$ cat src/rtl/fetch_unit.sv
// Fetch stage: program counter, instruction register and decode handshake.
// Halts on misaligned or out-of-range fetch addresses until redirected.
module fetch_unit #(
    parameter logic [31:0] RESET_PC   = 32'h0000_0000,
    parameter int unsigned IMEM_DEPTH = 1024
) (
    input  logic        clk,
    input  logic        rst,
    output logic [31:0] ia,
    input  logic [31:0] id,
    input  logic        redirect_valid,
    input  logic [31:0] redirect_pc,
    output logic        out_valid,
    input  logic        out_ready,
    output logic [31:0] out_instr,
    output logic [31:0] out_pc,
    output logic        fault
);

    typedef enum logic {
        RUN,
        HALT
    } state_e;

    localparam logic [31:0] DEPTH_W = 32'(IMEM_DEPTH);

    state_e      state_q, state_d;
    logic [31:0] pc_q, pc_d;
    logic        valid_q, valid_d;
    logic [31:0] instr_q, instr_d;
    logic [31:0] opc_q, opc_d;
    logic        fault_q, fault_d;

    logic        fire;
    logic        bad_pc;
    logic        hs;

    assign ia        = pc_q;
    assign out_valid = valid_q;
    assign out_instr = instr_q;
    assign out_pc    = opc_q;
    assign fault     = fault_q;

    assign hs     = valid_q && out_ready;
    assign fire   = (state_q == RUN) && (!valid_q || out_ready)
                    && !redirect_valid;
    assign bad_pc = (pc_q[1:0] != 2'b00) || ((pc_q >> 2) >= DEPTH_W);

    // Next-state: redirect first, then fetch/fault, then plain consume.
    always_comb begin
        state_d = state_q;
        pc_d    = pc_q;
        valid_d = valid_q;
        instr_d = instr_q;
        opc_d   = opc_q;
        fault_d = fault_q;
        if (redirect_valid) begin
            pc_d    = redirect_pc;
            valid_d = 1'b0;
            state_d = RUN;
            fault_d = 1'b0;
        end else if (fire && bad_pc) begin
            state_d = HALT;
            fault_d = 1'b1;
            if (out_ready) begin
                valid_d = 1'b0;
            end
        end else if (fire) begin
            instr_d = id;
            opc_d   = pc_q;
            valid_d = 1'b1;
            pc_d    = pc_q + 32'd4;
        end else if (hs) begin
            valid_d = 1'b0;
        end
    end

    // State and datapath registers with synchronous reset.
    always_ff @(posedge clk) begin
        if (rst) begin
            state_q <= RUN;
            pc_q    <= RESET_PC;
            valid_q <= 1'b0;
            instr_q <= 32'h0;
            opc_q   <= 32'h0;
            fault_q <= 1'b0;
        end else begin
            state_q <= state_d;
            pc_q    <= pc_d;
            valid_q <= valid_d;
            instr_q <= instr_d;
            opc_q   <= opc_d;
            fault_q <= fault_d;
        end
    end

endmodule

$ cat config.mk
export PLATFORM = sky130hd
export DESIGN_NAME = fetch_unit
export DESIGN_NICKNAME = d
export VERILOG_FILES = /design/src/rtl/fetch_unit.sv
export SDC_FILE = /design/constraint.sdc
export NUM_CORES = 1
export LEC_CHECK = 0
export BUFFER_PORTS_ARGS = -buffer_cell sky130_fd_sc_hd__buf_2
export CORE_AREA = 5 5 102 94
export DETAILED_ROUTE_END_ITERATION = 6
export DIE_AREA = 0 0 107 99
export PLACE_DENSITY = 0.86
export SLEW_MARGIN = 20
export SYNTH_ARGS = -nofsm -noshare
export SYNTH_HDL_FRONTEND = slang
export SYNTH_SLANG_ARGS = --single-unit
$ cat constraint.sdc
create_clock -name clk -period 2.6 [get_ports clk]
set_input_delay 0.52 -clock clk [delete_from_list [all_inputs] [get_ports clk]]
set_output_delay 0.52 -clock clk [all_outputs]
set_load 0.02 [all_outputs]
==> impl_metrics.ini <==
[critical_path]
r2r-start = ia[13]$_SDFFE_PP0P_
arrival_ns = 2.61
worst-path-max-fanout = 9
crit_slowest_cell = or4_4
rr_worst_depth = 4
path_class = flop to flop
crit_top_cell = or4_4
endpoint = ia[7]$_SDFFE_PP0P_
start_kind = flop
cp.required_ns = 2.87
r2r_end = ia[7]$_SDFFE_PP0P_
crit_start = ia[13]$_SDFFE_PP0P_
crit_chain = or4_4 -> or4_4 -> or4_1 -> a311oi_1
timing.reg2reg.setup_slack_ns = 0.25
cpPeakStageDelay_ns = 0.60
worst_setup_path_end_kind = flop

[grt]
grt_max_degree = 69
grt_pass1_wl_mm = 19.09
grt_pass1_vias = 3830
track_usage_pct = 22.01
use_met3_pct = 6.287
grt-busiest-layer = met2
overflow = 0
use_met2_pct = 37.90
antenna_found_initial = 0
met1_usage_pct = 26.50

[clock_tree]
cts_tree = done
cts_buffers = 9
postCtsSetupBuffers = 0
numClockSinks = 98
cts_resized = 0
cts_root_buffer = clkbuf_8
clk_pin_slew_ns = 0.10
clk_path_buf_depth = 2
clk_latency_ns = 0.36
hold_buffers = 0
htree_levels = 3

[synth]
yosys.area_share.simple_pct = 20.31
synth_top_family_by_area = simple AND/OR/NAND/NOR gates
synth_seq_cells = 98
synthXorXnorAreaFrac_pct = 0
synth.yosys.seq_area_share_pct = 49.98
synthAdderAreaFrac_pct = 0.6376
yosysWarnings = 0
synth_compound_area_share_pct = 18.30
synthMuxAreaShare_pct = 5.897
synth.net_count = 495
syn_avg_cell_area_sq_um = 9.235
synth_cells = 425
syn_area_sq_um = 3925
yosysUniqueCellTypes = 31

[min_path]
whs_path_depth = 3
hold_class = input pin to flop

[die]
die_h_microns = 99
start_util_pct = 46.68
rows = 32
die_area_sq_um = 10590
core-area_sq_um = 8408
die_w_microns = 107
ios = 166

[final_layout]
area_delta_synth_final_pct = 28.18
final_nets = 639
stdcell_count = 676
mostFrequentLayoutCell = buf_2
drive_above_1_share_pct = 35.37
n_antenna_cell = 0
most-common-layout-cells = 165 x buf_2, 98 x dfxtp_1, 46 x nand4_1, 46 x o31ai_1, 43 x a21oi_1
fillers = 749

[sta]
worst_hold_slack_ns = 0.3807
fin_tns_setup_ns = 0
grt_setup_unrepaired = false
max_slew.worst_pin.slew_ns = 0.7376
hold_viol = 0
min_period_ns = 2.349
fmax_ghz = 0.4258
setup_viol = 0
slew_headroom_pct = 50.82
fin_skew_ns = 0.01212
period_share_pct = 90.34
finalWorstSetupSlack_ns = 0.2512
slew_violations = 0

[power_and_ir_drop]
power-per-cell-area_nw_per_um2 = 579.0
vdd_drop_max_v = 0.0003524
p_leak_nw = 2.253
p_total_mw = 2.913

[placed_design]
numPortBuffers = 165
gp_congestion = 0.7716
dp.final_hpwl_mm = 8.278
dp_slack_ns = 0.05106
dp.cells = 660

[drt]
drt_pass1_iterations = 5
wirelength_mm = 11.79
vias = 3892
drc_errors = 0
drtAntennaViolNets = 0
first_iter_violations = 223
viasPerCell = 5.757
post_drt_wl_per_cell_microns = 17.43

[run_status]
outcome = completed

[run]
cap_violations = 0
[critical path, delay by kind of cell, from the launching register on]
kind / cells / cell delay, ns
compound gates: 1 / 0.26
flops: 1 / 0.34
simple gates: 3 / 1.66
[worst min-delay path by stage]
stage | slack (ns) | to | from
3_3_place_gp | 0.44 | out_pc[23]$_SDFFE_PP0P_ | out_pc[23]$_SDFFE_PP0P_
5_1_grt | 0.38 | ia[10]$_SDFFE_PP0P_ | redirect_pc[10]
3_5_place_dp | 0.44 | out_pc[20]$_SDFFE_PP0P_ | out_pc[20]$_SDFFE_PP0P_
2_1_floorplan | 0.55 | out_instr[0]$_SDFFE_PP0P_ | out_instr[0]$_SDFFE_PP0P_
6_report | 0.38 | ia[8]$_SDFFE_PP0P_ | redirect_pc[8]
4_1_cts | 0.36 | ia[8]$_SDFFE_PP0P_ | redirect_pc[8]
[stage by stage]
stage,instance area (sq um),util [%]
final,5031,59.84
after global routing,5031,59.84
after CTS,5029,59.81
after detailed placement,4841,57.57
after global placement,4835,57.50
after floorplan,3925,-
[report_power, final]
part           switching [mW]  internal, mW  leakage [nW]  total [mW]
clock                   0.523         0.406         0.100       0.928
sequential             0.0367          1.54         0.797        1.57
combinational           0.272         0.140          1.36       0.411
total                   0.831          2.08          2.25        2.91
[Yosys cell counts]
library cell | n | share of area [%]
and4_1 | 2 | 0.45
a31oi_1 | 1 | 0.16
a311oi_1 | 6 | 1.3
nand4_1 | 46 | 7.3
inv_1 | 5 | 0.48
mux2_2 | 1 | 0.29
and2_1 | 25 | 4.0
nor3_1 | 4 | 0.51
o21ai_0 | 3 | 0.38
ha_1 | 2 | 0.64
clkbuf_1 | 40 | 3.8
a221oi_1 | 1 | 0.22
o221a_2 | 1 | 0.29
nand4b_1 | 2 | 0.45
mux2i_1 | 22 | 5.6
or4_4 | 1 | 0.29
a2bb2oi_1 | 2 | 0.45
nor4_2 | 1 | 0.32
o21a_1 | 3 | 0.57
buf_1 | 6 | 0.57
nor2_1 | 33 | 3.2
nand2_1 | 9 | 0.86
a21o_1 | 2 | 0.38
o31ai_1 | 46 | 8.8
a21oi_1 | 43 | 5.5
nor4_1 | 4 | 0.64
nor2b_1 | 1 | 0.16
nand3_1 | 8 | 1.0
o221ai_1 | 1 | 0.22
or4_1 | 6 | 1.1
dfxtp_1 | 98 | 50
[logic make-up (layout without fill, tap and decap cells)]
logic type	Yosys count	count (layout)
buffers and inverters	51	200
AO/OA/AOI/OAI	109	109
AND/OR/NAND/NOR	142	142
multiplexers	23	23
adder cells (fa/ha/maj)	2	2
flip-flops	98	98
[flip-flops by register name, summed over array words and instances, names as in the netlist]
signal and cells:
out_valid 1, ia 32, fault 1, out_instr 32, out_pc 32
[final cells by class]
type,instances,area (sq um),area share (%)
Timing Repair Buffer,179,943.4,18.75
Sequential cell,98,1962,39.00
Clock buffer,11,151.4,3.009
Clock inverter,5,36.28,0.7212
Tap cell,102,127.6,2.537
Inverter,5,18.77,0.3730
Multi-Input combinational cell,276,1792,35.61
[metal layers]
metal  vias to the layer above  part of all wire (%)
met5                         -                     0
li1                       1869                     -
met2                       149                    51
met1                      1854                    41
met3                        20                   6.6
met4                         0                   1.8
Power figures use the tool's default switching activity.
